==> config.mk <==
export PLATFORM = sky130hd
export DESIGN_NAME = flash_addr_seq
export DESIGN_NICKNAME = d
export VERILOG_FILES = /design/src/rtl/flash_addr_seq.sv
export SDC_FILE = /design/constraint.sdc
export NUM_CORES = 1
export LEC_CHECK = 0
export CORE_MARGIN = 2
export CORE_UTILIZATION = 48
export DETAILED_ROUTE_END_ITERATION = 7
export DONT_BUFFER_PORTS = 1
export PLACE_DENSITY = 0.65
export SLEW_MARGIN = 20
export SYNTH_ARGS = -nofsm -noshare
export SYNTH_HDL_FRONTEND = slang
export SYNTH_SLANG_ARGS = --single-unit
==> constraint.sdc <==
create_clock -name clk -period 2.68 [get_ports clk]
set_clock_uncertainty 0.15 [all_clocks]
set_input_delay 0.536 -clock clk [delete_from_list [all_inputs] [get_ports clk]]
set_output_delay 0.536 -clock clk [all_outputs]
set_load 0.05 [all_outputs]
==> src/rtl/flash_addr_seq.sv <==
// flash_addr_seq: steps a flash read address between START_ADDR and END_ADDR.
// It moves one step per sample tick, in either direction, and runs a req/ack
// read handshake for every address. Playback can loop or stop at a bound,
// and it supports pause and restart.
// Optional feature: define ADDR_SEQ_SPEED_EN to add the speed[1:0] input.
// The effective step is then STEP << speed.
module flash_addr_seq #(
    parameter int unsigned       ADDR_W     = 23,
    parameter int unsigned       STEP       = 2,
    parameter logic [ADDR_W-1:0] START_ADDR = '0,
    parameter logic [ADDR_W-1:0] END_ADDR   = ADDR_W'(23'h7FFFE)
) (
    input  logic              clk,
    input  logic              rst,
    input  logic              start,
    input  logic              restart,
    input  logic              pause,
    input  logic              dir,
    input  logic              loop_en,
    input  logic              tick,
`ifdef ADDR_SEQ_SPEED_EN
    input  logic [1:0]        speed,
`endif
    output logic              rd_req,
    input  logic              rd_ack,
    output logic [ADDR_W-1:0] addr,
    output logic              busy,
    output logic              done,
    output logic [2:0]        state
);

    // One extra bit so that bound arithmetic can never wrap.
    localparam int unsigned CW = ADDR_W + 1;

    typedef enum logic [2:0] {
        S_IDLE = 3'd0,
        S_REQ  = 3'd1,
        S_WAIT = 3'd2,
        S_ADV  = 3'd3,
        S_DONE = 3'd4
    } state_t;

    state_t            state_q;
    state_t            state_d;
    logic [ADDR_W-1:0] addr_d;
    logic              rd_req_d;
    logic              busy_d;
    logic              done_d;

    logic [ADDR_W-1:0] origin;
    logic [CW-1:0]     step_eff;
    logic [CW-1:0]     addr_ext;
    logic [CW-1:0]     fwd_sum;
    logic [CW-1:0]     bwd_floor;
    logic              at_bound;
    logic [ADDR_W-1:0] stepped;
    logic              restart_hit;

    // The effective step, sampled combinationally while in ADV.
`ifdef ADDR_SEQ_SPEED_EN
    assign step_eff = CW'(STEP) << speed;
`else
    assign step_eff = CW'(STEP);
`endif

    // Origin address and boundary detection for the current direction.
    assign origin    = dir ? END_ADDR : START_ADDR;
    assign addr_ext  = {1'b0, addr};
    assign fwd_sum   = addr_ext + step_eff;
    assign bwd_floor = {1'b0, START_ADDR} + step_eff;
    assign at_bound  = dir ? (addr_ext < bwd_floor) : (fwd_sum > {1'b0, END_ADDR});
    assign stepped   = dir ? ADDR_W'(addr_ext - step_eff) : ADDR_W'(fwd_sum);

    // Restart applies in every active state, including DONE, and takes priority there.
    assign restart_hit = restart && ((state_q == S_REQ) || (state_q == S_WAIT) ||
                                     (state_q == S_ADV) || (state_q == S_DONE));

    assign state = state_q;

    // Next-state, next-address and next-output logic.
    always_comb begin
        state_d  = state_q;
        addr_d   = addr;
        rd_req_d = 1'b0;

        if (restart_hit) begin
            // rd_req stays low for one cycle so the master sees a fresh request.
            state_d = S_REQ;
            addr_d  = origin;
        end else begin
            case (state_q)
                S_IDLE: begin
                    if (start) begin
                        state_d = S_REQ;
                        addr_d  = origin;
                    end
                end
                S_REQ: begin
                    // An ack is only honoured against a request that is actually raised.
                    if (rd_req && rd_ack) begin
                        state_d = S_WAIT;
                    end else begin
                        rd_req_d = 1'b1;
                    end
                end
                S_WAIT: begin
                    if (tick && !pause) begin
                        state_d = S_ADV;
                    end
                end
                S_ADV: begin
                    if (!at_bound) begin
                        state_d = S_REQ;
                        addr_d  = stepped;
                    end else if (loop_en) begin
                        // The wrap lands exactly on the opposite bound; any overshoot is dropped.
                        state_d = S_REQ;
                        addr_d  = origin;
                    end else begin
                        state_d = S_DONE;
                    end
                end
                S_DONE: begin
                    if (!start) begin
                        state_d = S_IDLE;
                    end
                end
                default: begin
                    state_d = S_IDLE;
                end
            endcase
        end

        busy_d = (state_d != S_IDLE) && (state_d != S_DONE);
        done_d = (state_d == S_DONE);
    end

    // State and registered outputs. Reset aborts any outstanding request.
    always_ff @(posedge clk or negedge rst) begin
        if (!rst) begin
            state_q <= S_IDLE;
            addr    <= START_ADDR;
            rd_req  <= 1'b0;
            busy    <= 1'b0;
            done    <= 1'b0;
        end else begin
            state_q <= state_d;
            addr    <= addr_d;
            rd_req  <= rd_req_d;
            busy    <= busy_d;
            done    <= done_d;
        end
    end

endmodule
==> results_dict.tcl, run 1 <==
set metrics [dict create \
    status "finished with violations" \
    violations "negative setup slack" \
    grt_setup_unrepaired "true" \
    power_density_mw_per_mm2 1147 \
    synth_top_flop_cell "dfrtp_1" \
    path_clk_slew_ps 110 \
    crit_path_start_kind "register" \
    total_power_mw 3.484 \
    top_layer "met4" \
    netlist_instances 261 \
    clock_sinks 28 \
    synth_top_area_share_pct 31.32 \
    wire_per_inst_um 18.63 \
    yosys.area.top_type "dfrtp_1" \
    finalHoldViolCount 0 \
    ys_types 58 \
    drcViolationCount 0 \
    required_ps 2750 \
    drv_cap 0 \
    drive_gt1_share_pct 42.94 \
    grt_pass1_vias 2305 \
    whs_ps 167.6 \
    num_vias 2437 \
    cts_max_path_buffers 2 \
    async_reset_ff_share_pct 100.0 \
    m1WireLength_mm 2.929 \
    yosys_warnings 0 \
    finalInstanceArea_sq_mm 0.003038 \
    slew_headroom_pct 39.25 \
    worst_slew_pin_slew_ps 904.3 \
    dpl_cell_area_sq_mm 0.002618 \
    dr.pass1.iters 5 \
    leakagePower_nw 1.251 \
    wl_met2_mm 3.495 \
    numCtsBuffers 3 \
    final_util_pct 68.82 \
    end_kind "register" \
    core_area_sq_mm 0.004414 \
    cp_max_fo 5 \
    fin_ws_ps -92.21 \
    drt_wl_total_mm 7.042 \
    postSynthRegisterBits 28 \
    grt_max_degree 29 \
    arrival_ps 2840 \
    nNetsFinal 338 \
    initial_utilization_pct 50.68 \
    die_w_um 72.27 \
    io_pins 38 \
    avgViaCountPerCell 6.447 \
    synth_area_sq_mm 0.002237 \
    setup_violations 23 \
    synth.most_common_cell "nor2_1" \
    place.gp.congestion 0.8790 \
    drt_iter0_markers 227 \
    fin_crit_sh_pct 103.4 \
    grt_util_all_layers_pct 26.02 \
    period_needed_ps 2772 \
    syn_area_per_cell_sq_um 8.571 \
    hold_class "in2reg" \
    synthTopCellsByCount "nor2_1 (29), dfrtp_1 (28), a31oi_1 (24)" \
    syn2layout_area_growth_pct 35.79 \
    peakVddDrop_v 0.0006321 \
    ys_top_cells_by_area "dfrtp_1 (31%), a31oi_1 (6.7%), o22a_1 (6.7%)" \
    place_hpwl_mm 4.645 \
    yosysSeqAreaShare_pct 31.32 \
    rows 24 \
    fp.dieH_um 72.27 \
    grt_pass1_wl_mm 10.81 \
    ant_nets 0 \
    diodes 0 \
    h-tree-depth 1 \
    synth_nets 272 \
    grt_overflow 0 \
    insertion_delay_ps 290 \
    final-max-slew-violation-count 0 \
    cts_root_buf "clkbuf_8" \
    io_buffers 0 \
    dieArea_sq_mm 0.005223 \
    path_class "reg2reg" \
    antenna_found_initial 0 \
    wl_met3_um 526 \
    fmax_mhz 360.7 \
    synth_edf_count 0 \
    cts_tree "built" \
]
==> power breakdown <==
part           leakage [nW]  switching, mW  internal, mW
Combinational         0.910           1.42          1.00
Clock                0.0228          0.145         0.107
Sequential            0.318          0.210         0.598
Total                  1.25           1.78          1.71
==> routing by layer <==
metal	GRT usage (%)	vias to the layer above
li1	-	1117
met3	3.750	13
met2	42.41	119
met5	0	-
met1	35.47	1188
met4	8.805	0
==> kinds of logic after synthesis <==
logic type      count (synthesis)  share of synthesized area, %
compound gates                 83                         26.79
xor+xnor                        1                        0.3916
fa+ha+maj                       2                         1.118
buf+inv                        28                         10.79
flops                          28                         31.32
mux                             2                        0.9508
other cells                     1                        0.1676
simple gates                  116                         28.47
==> final cells by class <==
cell class,count,area [sq um]
Sequential cell,28,715.7
Tap cell,52,65.06
Timing Repair Buffer,83,693.2
Multi-Input combinational cell,205,1496
Clock buffer,4,45.04
Inverter,6,22.52
Fill cell,348,1376
==> critical path, stage by stage, from the launching register on <==
cell       delay [ps]
dfrtp_2           420
buf_4             130
buf_6             100
nand4_1           100
buf_6             140
nor3_4             60
a2111oi_4         290
o211ai_1          160
o21a_1            260
o31a_1            320
buf_4             140
buf_4             120
a31o_4            210
nand3b_1           80
==> what timing repair did <==
action | 4_1_cts | 5_1_grt
hold endpoints to repair | 28 | 0
endpoints found under the setup margin | 22 | 24
pin swaps | 2 | 19
setup buffers | 4 | 17
gates cloned | 2 | 1
hold buffers | 2 | 0
gates resized for setup | 11 | 23
==> registers in the layout (all words and copies together), names as in the netlist <==
register / count
state: 3
busy: 1
done: 1
rd_req: 1
addr: 22
==> worst paths after layout <==
kind	slack, ps	from	end	cells after the start
hold / removal	170	restart	rd_req	1
setup / recovery	-90	addr[9]	busy	13
setup reg to reg	-90	addr[9]	busy	13
min in group asynchronous	540	rst	addr[16]	2
hold reg to reg	520	addr[16]	addr[16]	2
max in group asynchronous	1650	rst	addr[19]	2
==> layout by cell type (no fill, tap or decap), drive strengths merged, types with 2 or more instances in the layout <==
| cell type | instances |
|---|---|
| inv | 6 |
| or3 | 8 |
| nor2b | 2 |
| o21ba | 6 |
| a31o | 3 |
| nand4b | 2 |
| nand4 | 4 |
| o31ai | 5 |
| clkbuf | 5 |
| nand2 | 23 |
| ha | 2 |
| and3 | 4 |
| or4 | 5 |
| or2 | 2 |
| o22a | 17 |
| a21oi | 9 |
| a31oi | 24 |
| o21ai | 8 |
| nor3 | 9 |
| o41ai | 2 |
| and4 | 2 |
| nand2b | 2 |
| nand3b | 3 |
| dfrtp | 28 |
| nor2 | 29 |
| nand3 | 12 |
| buf | 81 |
| o22ai | 2 |
| nor4 | 7 |
==> stage by stage <==
step | TNS [ps] | cells | setup slack (ps)
2_1_floorplan | -3972 | 261 | -251.0
3_3_place_gp | -927.0 | 352 | -93.45
3_5_place_dp | -1513 | 352 | -102.7
4_1_cts | -197.7 | 364 | -37.79
5_1_grt | -3438 | 378 | -189.0
6_report | -998.2 | 378 | -92.21
(Power assumes the default switching activity.)
==> inputs of run 2 (changes only) <==
--- a/config.mk
+++ b/config.mk
@@ -5,7 +5,8 @@
 export SDC_FILE = /design/constraint.sdc
 export NUM_CORES = 1
 export LEC_CHECK = 0
-export CORE_MARGIN = 2
+export CORE_ASPECT_RATIO = 0.75
+export CORE_MARGIN = 3
 export CORE_UTILIZATION = 48
 export DETAILED_ROUTE_END_ITERATION = 7
 export DONT_BUFFER_PORTS = 1
==> run 2 against run 1 <==
Compared with the run above: the run still ends with negative setup slack left; register-to-register slack worse by 70 ps; non-clock buffer count increased by 5; combinational power is essentially flat; sequential power is 0.6% higher; largest power group unchanged; final area grew 4.6%; fmax is 2.6% lower; critical endpoint is now addr[16].
==> results_dict.tcl, run 2 (synthesis results as in run 1) <==
set metrics [dict create \
    ant_nets 0 \
    wire_per_inst_um 19.20 \
    drt_iter0_markers 215 \
    setup_violations 16 \
    io_buffers 0 \
    cp_max_fo 5 \
    setup_tns_ps -963.0 \
    avgViaCountPerCell 6.389 \
    peakVddDrop_v 0.0006719 \
    gr-usage-met3_pct 6.642 \
    cts_tree "built" \
    h-tree-depth 1 \
    diodes 0 \
    clock_sinks 28 \
    fin_crit_sh_pct 106.2 \
    crit_path_max_incr_delay_ps 530 \
    fmax_mhz 351.2 \
    status "finished with violations" \
    initial_utilization_pct 52.59 \
    drv_cap 0 \
    final-max-slew-violation-count 0 \
    path_clk_slew_ps 100 \
    cts_max_path_buffers 2 \
    path_class "reg2reg" \
    antenna_found_initial 0 \
    fillers 303 \
    total_power_mw 3.519 \
    syn2layout_area_growth_pct 42.00 \
    insertion_delay_ps 290 \
    place_hpwl_mm 4.706 \
    drt_wl_total_mm 7.413 \
    finalInstanceArea_sq_mm 0.003177 \
    grt_overflow 0 \
    use_met2_pct 37.50 \
    slowest_stage "or4_4" \
    r2r-end "addr[16]" \
    grt_max_degree 29 \
    largest_reg_flops 22 \
    fin_ws_ps -167.1 \
    dr.pass1.iters 4 \
    die_w_um 84.83 \
    power_density_mw_per_mm2 1108 \
    violations "negative setup slack" \
    drive_gt1_share_pct 45.62 \
    grt_setup_unrepaired "true" \
    min-delay-start "restart" \
    critPathLaunch "addr[9]" \
    arrival_ps 2880 \
    period_needed_ps 2847 \
    place.gp.congestion 0.9706 \
    grt_pass1_vias 2184 \
    grt_pass1_wl_mm 10.87 \
    core_area_sq_mm 0.004254 \
    worstPathCellList "or4_4, or4_4, buf_4, buf_4, o31ai_1, a31oi_1, o22a_1" \
    rows 20 \
    drcViolationCount 0 \
    whs_ps 168.3 \
    layout_commonest_cell "buf_4" \
    grt-busiest-layer "met2" \
    slew_headroom_pct 54.15 \
    grt_use_met1_pct 34.74 \
    cts_root_buf "clkbuf_8" \
    dieArea_sq_mm 0.005525 \
    numCtsBuffers 3 \
    io_pins 38 \
    dpl_cell_area_sq_mm 0.002649 \
    worst_slew_pin_slew_ps 678.9 \
    regMostFlops "addr" \
    r2r_cells 7 \
    hold_depth 1 \
    grt_util_all_layers_pct 24.48 \
    finalHoldViolCount 0 \
    num_vias 2466 \
    required_ps 2710 \
    r2r_setup_slack_ps -170 \
    worstReg2RegStart "addr[9]" \
    fp.dieH_um 65.13 \
    final_cell_mix "buf_4 (71), nand2_1 (23), a31oi_1 (20)" \
    min_to "rd_req" \
    nNetsFinal 343 \
    leakagePower_nw 1.290 \
    end_kind "register" \
    crit_path_start_kind "register" \
    hold_class "in2reg" \
]
[run 2: cell types whose count changed in the layout (fill, tap and decap cells not counted), moves of 3 or more]
cell | previous run | this run
a31oi_1 | 23 | 20
nor2_1 | 25 | 19
nor2_4 | 2 | 7
buf_6 | 4 | 9
[run 2: metrics by stage]
stage / setup WS (ps) / std cells / util [%]
2_1_floorplan: -251.0 / 261 / -
3_3_place_gp: -85.53 / 357 / 62.26
3_5_place_dp: -106.0 / 357 / 62.26
4_1_cts: -109.4 / 375 / 67.50
5_1_grt: -237.8 / 386 / 74.68
6_report: -167.1 / 386 / 74.68
[run 2: worst max-delay path: cells and delay by family (launching register included)]
kind | cells | cell delay [ps]
AO/OA/AOI/OAI | 3 | 860
flip-flops | 1 | 410
AND/OR/NAND/NOR | 2 | 1020
buffers and inverters | 2 | 300
[run 2: metal layers]
layer / up-vias / routed length [um]
li1: 1135 / -
met3: 6 / 774
met4: 0 / 62
met1: 1205 / 3240
met2: 120 / 3336
met5: - / 0
[run 2: timing repair]
item,CTS,global route
setup endpoints to repair,20,25
endpoints found under the hold margin,28,0
pin swaps,9,25
hold buffers,2,0
gates cloned,3,4
setup buffers,9,8
resized for setup,13,36
[run 2: how the worst max path moves through the flow]
stage,end,slack [ps],cells after the start
after floorplan,addr[22],-250,9
after global placement,addr[22],-90,9
after detailed placement,addr[22],-110,7
after CTS,addr[22],-110,7
after global routing,addr[16],-240,7
final,addr[16],-170,7
[run 2: final cells by class]
| cell class | instances | area [sq um] | area share (%) |
|---|---|---|---|
| sequential | 28 | 714.4 | 22.49 |
| timing repair buffer | 88 | 794.5 | 25.01 |
| clock buffer | 4 | 55.05 | 1.733 |
| multi-input combinational | 205 | 1521 | 47.89 |
| inverter | 6 | 22.52 | 0.7089 |
| tap | 55 | 68.82 | 2.166 |
[run 2: power by group]
| group | internal, mW | switching, mW |
|---|---|---|
| combinational | 0.998 | 1.43 |
| sequential | 0.597 | 0.216 |
| clock | 0.132 | 0.145 |
